$ cat src/rtl/disp_sched_pkg.sv
// Shared types and constants for the display refresh scheduler.
package disp_sched_pkg;
  typedef enum logic [1:0] {IDLE, SNAP, KICK, HOLD} disp_sched_state_t;

  localparam int DISP_TICK_DIV_DEF = 200000;
  localparam int DISP_HOLDOFF_DEF  = 250000;
  localparam int FRAMES_W          = 16;
  localparam int MISSED_W          = 8;
endpackage

$ cat src/rtl/refresh_tick_gen.sv
// Free-running divider: one-cycle tick every TICK_DIV clocks.
module refresh_tick_gen
  import disp_sched_pkg::*;
#(
  parameter int TICK_DIV = DISP_TICK_DIV_DEF
) (
  input  logic clk,
  input  logic rst_n,
  output logic tick
);
  localparam int CW = $clog2(TICK_DIV);
  localparam logic [CW-1:0] LAST = CW'(TICK_DIV - 1);

  logic [CW-1:0] cnt;

  always_ff @(posedge clk or negedge rst_n) begin
    if (!rst_n)           cnt <= '0;
    else if (cnt == LAST) cnt <= '0;
    else                  cnt <= cnt + CW'(1);
  end

  assign tick = (cnt == LAST);
endmodule

$ cat src/rtl/display_sched.sv
// Refresh scheduler for the UART display path: snapshot, kick, hold off until the frame is out.
// Optional build macro DISP_SCHED_FORCE_REFRESH_EN ships a frame on every tick regardless of dirty.
module display_sched
  import disp_sched_pkg::*;
#(
  parameter int TICK_DIV = DISP_TICK_DIV_DEF,
  parameter int HOLDOFF  = DISP_HOLDOFF_DEF
) (
  input  logic                clk,
  input  logic                rst_n,
  input  logic                draw_req,
  input  logic                clr_req,
  output logic                snap,
  output logic                set,
  output logic                busy,
  output logic                dirty,
  output logic [FRAMES_W-1:0] frames_sent,
  output logic [MISSED_W-1:0] missed_ticks
);
  localparam int HW = $clog2(HOLDOFF + 1);
  localparam logic [HW-1:0] HOLD_LOAD = HW'(HOLDOFF - 1);

  disp_sched_state_t state, next;
  logic              tick, ev, ship, hold_done;
  logic [HW-1:0]     hold_cnt;

  refresh_tick_gen #(.TICK_DIV(TICK_DIV)) u_tick (
    .clk   (clk),
    .rst_n (rst_n),
    .tick  (tick)
  );

  assign ev        = draw_req | clr_req;
  assign hold_done = (hold_cnt == '0);
`ifdef DISP_SCHED_FORCE_REFRESH_EN
  assign ship = tick;
`else
  assign ship = tick & dirty;
`endif

  always_ff @(posedge clk or negedge rst_n) begin
    if (!rst_n) state <= IDLE;
    else        state <= next;
  end

  always_comb begin
    next = state;
    case (state)
      IDLE:    if (ship) next = SNAP;
      SNAP:    next = KICK;
      KICK:    next = HOLD;
      HOLD:    if (hold_done) next = IDLE;
      default: next = IDLE;
    endcase
  end

  // Strobes are decoded from next state so every output comes straight off a flop.
  always_ff @(posedge clk or negedge rst_n) begin
    if (!rst_n) begin
      snap         <= 1'b0;
      set          <= 1'b0;
      busy         <= 1'b0;
      dirty        <= 1'b1;
      frames_sent  <= '0;
      missed_ticks <= '0;
      hold_cnt     <= '0;
    end else begin
      snap <= (next == SNAP);
      set  <= (next == KICK);
      busy <= (next != IDLE);
      // A change arriving during the snapshot cycle lands after it, so it stays pending.
      if (state == SNAP) dirty <= ev;
      else if (ev)       dirty <= 1'b1;
      if (next == KICK) frames_sent <= frames_sent + FRAMES_W'(1);
      if (tick && state != IDLE && missed_ticks != '1)
        missed_ticks <= missed_ticks + MISSED_W'(1);
      if (state == KICK)                  hold_cnt <= HOLD_LOAD;
      else if (state == HOLD && !hold_done) hold_cnt <= hold_cnt - HW'(1);
    end
  end
endmodule
$ cat config.mk
export PLATFORM = sky130hd
export DESIGN_NAME = display_sched
export DESIGN_NICKNAME = d
export VERILOG_FILES = /design/src/rtl/disp_sched_pkg.sv /design/src/rtl/refresh_tick_gen.sv /design/src/rtl/display_sched.sv
export SDC_FILE = /design/constraint.sdc
export NUM_CORES = 1
export LEC_CHECK = 0
export ABC_CLOCK_PERIOD_IN_PS = 2300
export CAP_MARGIN = 20
export CORE_MARGIN = 8
export CORE_UTILIZATION = 59
export CTS_BUF_LIST = sky130_fd_sc_hd__clkbuf_2 sky130_fd_sc_hd__clkbuf_4 sky130_fd_sc_hd__clkbuf_8
export CTS_CLUSTER_DIAMETER = 50
export DETAILED_ROUTE_END_ITERATION = 8
export HOLD_SLACK_MARGIN = 0.1
export PLACE_DENSITY = 0.91
export SYNTH_ARGS = -nofsm -noshare
export SYNTH_HDL_FRONTEND = slang
export SYNTH_SLANG_ARGS = --single-unit
$ cat constraint.sdc
create_clock -name clk -period 2.3 [get_ports clk]
set_input_delay 0.23 -clock clk [delete_from_list [all_inputs] [get_ports clk]]
set_output_delay 0.23 -clock clk [all_outputs]
set_load 0.03 [all_outputs]
After elaboration in Yosys (flattened, before gate mapping)
Cells that the tools add are included.
{"block": "totals", "output_inout_bits": 28, "memories": 0, "word_cells": 40, "mem_bits_rw": 0, "mem_bits_ro": 0, "reg_bits": 66, "latch_bits": 0, "inputBits": 4}
{"block": "classes", "n_shift": 0, "n_eq_ne": 7, "n_div": 0, "bitwise_logic": 2, "mul": 0, "mux": 8, "reduce_logical": 10, "addsub": 4, "order_cmp": 0}
{"operator": "$mux W18", "count": 3}
{"operator": "$add A18 B1 Y18 const B", "count": 1}
{"operator": "$eq A18 B18 Y1 const B", "count": 1}
{"operator": "$logic_not A18 Y1", "count": 1}
{"operator": "$sub A18 B1 Y18 const B", "count": 1}
{"operator": "$add A16 B1 Y16 const B", "count": 1}
{"operator": "$add A8 B1 Y8 const B", "count": 1}
{"operator": "$ne A8 B8 Y1 const B", "count": 1}
{"operator": "$pmux W2 S4", "count": 1}
{"operator": "$reduce_bool A2 Y1", "count": 4}
{"operator": "$eq A2 B2 Y1 const B", "count": 3}
{"operator": "$eq A2 B1 Y1 const B", "count": 2}
{"operator": "$mux W2", "count": 2}
{"operator": "$logic_and A1 B1 Y1", "count": 3}
{"operator": "$logic_not A2 Y1", "count": 1}
{"operator": "$mux W1", "count": 2}
{"operator": "$and A1 B1 Y1", "count": 1}
{"operator": "$logic_not A1 Y1", "count": 1}
{"operator": "$or A1 B1 Y1", "count": 1}

Depth between registers and ports, before layout
Gate-level depths: netlist of run 1.
{"block": "depth", "depth_word": 5, "mapped_depth": 6, "ltp_nobuf": 6}

By module
A second synthesis of run 1 with hierarchy kept.
{"block": "unflattened", "cells_unflattened": 336, "hier_area_um2": 3408.3}
{"module": "display_sched", "cells_each": 251, "instances": 1, "area_per_inst_um2": 2536.2, "seq_area_each_um2": 1202.4}
{"module": "refresh_tick_gen", "cells_each": 85, "instances": 1, "area_per_inst_um2": 872.1, "seq_area_each_um2": 450.4}

Worst setup path before layout of run 1
No wires, ideal clock.
{"block": "synth_path", "path_type": "register to register", "startpoint": "register hold_cnt[0]", "endpoint": "register hold_cnt[6]", "t_arrival_ns": 1.664, "required_time_ns": 2.174, "synth_period_minus_slack_ns": 1.790, "setup_time_ns": 0.126, "path_stages_with_launch": 7, "setup_slack_ns": 0.510, "n_path_buf": 0, "cell_sequence": "dfrtp_1 inv_1 ha_1 or4b_1 nor2_1 o21ai_0 a311o_1"}
{"block": "synth_between", "elab_chain_cells": 4, "elab_cells_between_ends": 7, "cone_classes": "add/sub (1); mux (2); reduce/logical (4)"}
{"element": "from (decl)", "line": "display_sched.sv:25", "text": "logic [HW-1:0] hold_cnt;"}
{"element": "from (signal assigned)", "line": "display_sched.sv:78", "text": "else if (state == HOLD && !hold_done) hold_cnt <= hold_cnt - HW'(1);"}
{"element": "branches (longest 4 deep; another with $sub A18 B1 Y18)"}
Several ways; the timed one is not identified. The select of a mux whose other input is x is not followed.
A chain may end at the register's enable or synchronous reset.

Final worst setup path of run 1
{"block": "layout_path", "startpoint": "register hold_cnt[0]", "endpoint": "register state[0]"}
{"block": "layout_between", "elab_chain_cells": 3}
{"element": "$logic_not A18 Y1", "line": "display_sched.sv:34", "text": "assign hold_done = (hold_cnt == '0);"}
{"element": "$mux W2", "line": "display_sched.sv:52", "text": "HOLD: if (hold_done) next = IDLE;"}
{"element": "$pmux W2 S4", "line": "display_sched.sv:48", "text": "case (state)"}
{"element": "named net next[0]", "line": "display_sched.sv:23", "text": "disp_sched_state_t state, next;"}
{"element": "to (signal assigned)", "line": "display_sched.sv:43", "text": "else state <= next;"}
{"element": "to (decl)", "line": "display_sched.sv:23"}
The timed path passes the listed nets, and every way through them passes these cells.

==> results of run 1 <==
-- how the worst max path moves through the flow --
stage                        endpoint  slack [ps]
after floorplan           hold_cnt[6]         510
after global placement    hold_cnt[1]         320
after detailed placement     state[0]         200
after CTS                    state[0]         190
after global routing         state[0]         120
final                        state[0]         290
-- power breakdown --
group / total (mW) / switching [mW] / internal (mW)
clock: 0.958 / 0.413 / 0.545
sequential: 1.16 / 0 / 1.16
combinational: 0.0312 / 0.0228 / 0.00846
-- registers in the layout, indices dropped and copies added (netlist names) --
register      cells
busy              1
hold_cnt         18
missed_ticks      8
state             2
snap              1
frames_sent      16
dirty             1
u_tick.cnt       18
set               1
-- cells by family after synthesis --
family,after synthesis,synth area share (%)
and+or+nand+nor,147,25.1
DFF,66,49.6
AOI/OAI and AO/OA,53,11.8
xor gates and xnor gates,33,8.67
buffers and inverters,18,2.10
muxes,4,1.28
adders and majority gates,4,1.50
-- per-layer routing --
layer	track usage (%)	vias to the layer above
met5	0	-
met4	7.78	0
met3	5.60	10
met2	30.1	72
met1	22.6	1333
li1	-	1276
-- cells in the mapped netlist (all sizes together), types with 2 or more instances --
cell / count / area, um2
nor3: 12 / 76.3
o21ai: 9 / 45.0
or4: 2 / 18.8
clkbuf: 8 / 31.3
a2111oi: 3 / 26.3
nand2: 19 / 71.3
a211oi: 2 / 15.0
nor2: 32 / 120
inv: 9 / 33.8
o211ai: 4 / 30.0
a41o: 2 / 20.0
or3: 3 / 18.8
and3: 6 / 37.5
mux2: 2 / 22.5
nand4: 10 / 62.6
a31oi: 2 / 12.5
a311o: 3 / 30.0
ha: 4 / 50.1
xnor2: 16 / 140
nor2b: 7 / 43.8
and4: 9 / 78.8
o311ai: 3 / 26.3
mux2i: 2 / 20.0
nand3: 20 / 100
dfrtp: 65 / 1630
nand3b: 3 / 22.5
a21oi: 7 / 35.0
nand2b: 7 / 43.8
or2: 3 / 18.8
and2: 4 / 25.0
nor4b: 3 / 32.5
xor2: 17 / 149
nor4: 4 / 37.5
a311oi: 4 / 35.0
-- worst register-to-register path, stage by stage, from the launching register on --
cell	delay [ps]
dfrtp_1	420
inv_1	70
ha_1	210
nor4b_2	340
nand3_1	340
o31ai_2	360
o41ai_1	140
-- layout make-up --
cell class              count  area share, %
clock inverters             3           1.01
inverters                   9          0.853
repair buffers             38           9.42
well taps                  72           2.28
flip-flops and latches     66           41.8
multi-input cells         241           40.8
clock buffers              12           3.86
-- what timing repair did --
item,in CTS,in global routing
hold endpoints to repair,65,0
setup endpoints to repair,0,1
hold buffers,1,0
gates resized for setup,0,1
-- metrics by stage --
stage	cells	area [um2]
after floorplan	325	3330
after global placement	425	3750
after detailed placement	425	3750
after CTS	441	3950
after global routing	441	3960
final	441	3960
==> results.cfg, run 1 <==
[sta]
rsz0062_at_grt = false
maxSlewViolCount = 0
relSlewSlack_pct = 61.9
fin_hold_ws_ps = 426
finalSetupTns_ps = 0
fin_crit_sh_pct = 87.4
finalHoldViolations = 0
min_period_ps = 2010
setup_slack_ps = 291
worst_slew_pin_slew_ps = 567
fmax_mhz = 498
setup_violations = 0
skew_ps = 3.93

[drt]
wl_met3_um = 381
met2_length_um = 3690
drc = 0
initialDrtViolationCount = 161
dr.pass1.iters = 4
routed_via_density = 6.10
antenna_left = 0
vias = 2691
routed.top_layer = met4
drt-total-wl_um = 7310
wl_per_cell_um = 16.6
drt-met1-wl_um = 3140

[logic_synthesis]
synth.distinct_cells = 60
yosys_warnings = 0
synth.avg_cell_area_um2 = 10.3
synth-edff-count = 0
async_flop_share_pct = 100
yosys_most_used_dff = dfrtp_1
synthesis.nets = 333
syn_inst = 325
synthesis.area_um2 = 3330
ys_seq_area_share_pct = 49.6
ys_ff_latch = 66

[global_route]
grt_max_degree = 67
grt_first_pass_wirelength_um = 12800
antenna_found_initial = 0
track_usage_pct = 18.6
grt_pass1_vias = 2666
grt_overflow = 0

[critical_path]
cp.required_ps = 2510
r2r_cells = 6
crit_path_end_kind = flip-flop
arrival_ps = 2220
r2r_setup_slack_ps = 290
cp_cell_sequence = inv_1 -> ha_1 -> nor4b_2 -> nand3_1 -> o31ai_2 -> o41ai_1
crit_fanout = 9
r2r_start = hold_cnt[0]
critPathLaunch = hold_cnt[0]
crit_buf_inv = 1
crit_type = reg2reg
cp_num_cells = 6
crit_family = simple AND/OR/NAND/NOR gates
slowest_delay_ps = 420
start_kind = flip-flop
reg2reg_to = state[0]
cp_slowest_cell = dfrtp_1

[layout]
num-nets-final = 373
final_common_cell = dfrtp_1
syn_to_final_growth_pct = 18.7
drive_gt1_share_pct = 10.0
regArea_um2 = 1650
multi_input_area_um2 = 1620
utilization_pct = 72.3
fillers = 372
layout_common_cells = dfrtp_1 (65), nor2_1 (32), clkdlybuf4s50_1 (30)
antenna_cells = 0

[place]
gp_congestion = 0.894
hpwl_um = 5090
portBuffers = 31
place_ws_ps = 199

[worst_hold_path]
min_path_type = in2async

[floorplan]
die_area_um2 = 8310
die_height_um = 91.2
io_pins = 32
start_util_pct = 60.9
core_area_um2 = 5470
row_count = 27
die_w_um = 91.2

[clocking]
cts_setup_buffers = 0
clkLatencyLatePin_ps = 340
cts_tree = built
cts_root_buf = clkbuf_8
htree_levels = 3
cts_made_buffers = 9
cts.reportedPaths.clkPinSlew_ps = 70
clk_path_buf_depth = 2
clkSinkCount = 66

[pwr]
ir_worst_vdd_uv = 303
power-per-cell-area_nw_per_um2 = 543
p_leak_nw = 1.80
power_mw = 2.15

[run]
max-cap-violations = 0

[status]
status = complete, no violations
Note: power is estimated with default switching activity, not from simulation.
==> run 2: changes to the inputs <==
--- a/config.mk
+++ b/config.mk
@@ -6,7 +6,7 @@
 export NUM_CORES = 1
 export LEC_CHECK = 0
 export ABC_CLOCK_PERIOD_IN_PS = 2300
-export CAP_MARGIN = 20
+export CAP_MARGIN = 15
 export CORE_MARGIN = 8
 export CORE_UTILIZATION = 59
 export CTS_BUF_LIST = sky130_fd_sc_hd__clkbuf_2 sky130_fd_sc_hd__clkbuf_4 sky130_fd_sc_hd__clkbuf_8
==> results of run 2 <==
Same layout as run 1: the final DEF is identical, and so are final timing and power.
==> edit: new RTL, flow settings as in run 2 <==
Re-encode `disp_sched_state_t` (4 states) as one-hot, 4 bits wide.
--- a/src/rtl/disp_sched_pkg.sv
+++ b/src/rtl/disp_sched_pkg.sv
@@ -2,3 +2,3 @@
 package disp_sched_pkg;
-  typedef enum logic [1:0] {IDLE, SNAP, KICK, HOLD} disp_sched_state_t;
+  typedef enum logic [3:0] {IDLE = 4'b0001, SNAP = 4'b0010, KICK = 4'b0100, HOLD = 4'b1000} disp_sched_state_t;
 
Behaviour: same outputs for any inputs over 10 cycles, from zero or initial values and one cycle with rst_n low; not proved beyond that.
==> edit against run 2 <==
- hold slack worse by 0.011 ns
- area after synthesis is 3.5% lower
- critical endpoint is now hold_cnt[1]
- sequential cell count is 2 higher
- routed wire length is 9.5% lower
- synthesized cell count is 6.2% lower
- worst setup slack worse by 0.17 ns
- final area is 2.0% lower
- power is 6.0% higher
- first-iteration DRC count is 27% lower
==> edit: results (changes against run 2) <==
syn_nets: 313  # was 333
routed_via_density: 5.75  # was 6.10
rrSetupSlack_ns: 0.12  # was 0.29 ns
drt_iter0_drc: 118  # was 161
place_inst: 404  # was 425
vdd_drop_max_uv: 402  # was 303 uV
cts_inserted_buffers: 9  # unchanged
yosysUniqueCellTypes: 44  # was 60
num-nets-final: 352  # was 373
grt_util_all_layers: 0.172  # was 0.186
reg.largest.list: "hold_cnt x18, u_tick.cnt x18, frames_sent x16"  # unchanged
status: "finished clean"  # unchanged
power_leakage_uw: 0.00178  # was 0.00180 uW
place_area_um2: 3630  # was 3750 um2
dpl.hpwl_um: 4500  # was 5090 um
postSynthAreaPerCell_um2: 10.6  # was 10.3 um2
fin_crit_ns: 2.18  # was 2.01 ns
layout-drive-gt1-share: 0.103  # was 0.100
r2r_cells: 5  # was 6
netlist_top_cells_area: "dfrtp_1 (51%), xnor2_1 (8.2%), xor2_1 (4.1%)"  # was dfrtp_1 (49%), xor2_1 (4.5%), xnor2_1 (4.2%)
dp_slack_ns: 0.0818  # was 0.199 ns
max-slew-margin-rel: 0.592  # was 0.619
critPathMaxFanout: 5  # was 9
clk_latency_ns: 0.34  # about the same
cp_slowest_cell: "or4_1"  # was dfrtp_1
critical_path.max_stage_delay_ns: 0.61  # was 0.42 ns
yosysSeqAreaShare: 0.529  # was 0.496
grt_pass1_wl_um: 11600  # was 12800 um
synth_commonest_cells: "dfrtp_1 (66), nor2_1 (30), xnor2_1 (30)"  # was dfrtp_1 (65), nor2_1 (32), nand3_1 (20)
whs_ns: 0.415  # was 0.426 ns
grt_max_degree: 69  # was 67
arrival_ns: 2.44  # was 2.22 ns
place.gp.congestion: 0.874  # was 0.894
drc: 0  # unchanged
grt_pass1_vias: 2451  # was 2666
fin_skew_ns: 0.00742  # was 0.00393 ns
wl_um: 6610  # was 7310 um
instances_no_fill: 421  # was 441
-- edit: what timing repair did --
| item | 4_1_cts | 5_1_grt |
|---|---|---|
| resized for setup | 0 | 3 |
| endpoints found under the hold margin | 66 | 0 |
| hold buffers | 1 | 0 |
| setup endpoints to repair | 0 | 2 |
-- edit: path summary, 6_finish.rpt --
path	startpoint	to
hold / removal	rst_n	missed_ticks[5]
min in group clk	draw_req	dirty
setup / recovery	hold_cnt[11]	hold_cnt[1]
hold reg to reg	frames_sent[15]	frames_sent[15]
setup reg to reg	hold_cnt[11]	hold_cnt[1]
max in group asynchronous	rst_n	hold_cnt[8]
-- edit: cell type report --
class | instances | area, um2
flip-flops and latches | 68 | 1700
fillers | 385 | 1490
multi-input cells | 223 | 1480
repair buffers | 38 | 373
clock buffers | 13 | 179
well taps | 72 | 90.1
clock inverters | 3 | 42.5
inverters | 4 | 15.0
-- edit: report_power, final --
part | switching, uW | internal [uW]
Clock | 435 | 617
Combinational | 22.8 | 8.46
Sequential | 0 | 1200
-- edit: worst reg2reg max path: cells and delay by family (launching register included) --
kind | cells | cell delay [ns]
AOI/OAI and AO/OA | 2 | 0.40
and+or+nand+nor | 3 | 1.27
DFF | 1 | 0.42
-- edit: cells by family (layout without fill, tap and decap cells) --
kind of cell / after synthesis / count (layout) / share of synthesized area
adders and majority gates: 4 / 4 / 0.0155
and+or+nand+nor: 136 / 136 / 0.234
AOI/OAI and AO/OA: 37 / 37 / 0.0773
xor gates and xnor gates: 45 / 45 / 0.122
DFF: 68 / 68 / 0.529
muxes: 1 / 1 / 0.00350
buffers and inverters: 14 / 58 / 0.0183
-- edit: per-layer routing --
metal	share of wire	wire [um]	GRT usage
met1	0.45	2980	0.215
met2	0.49	3230	0.274
met3	0.041	270	0.0416
met4	0.019	124	0.0818
met5	0	0	0
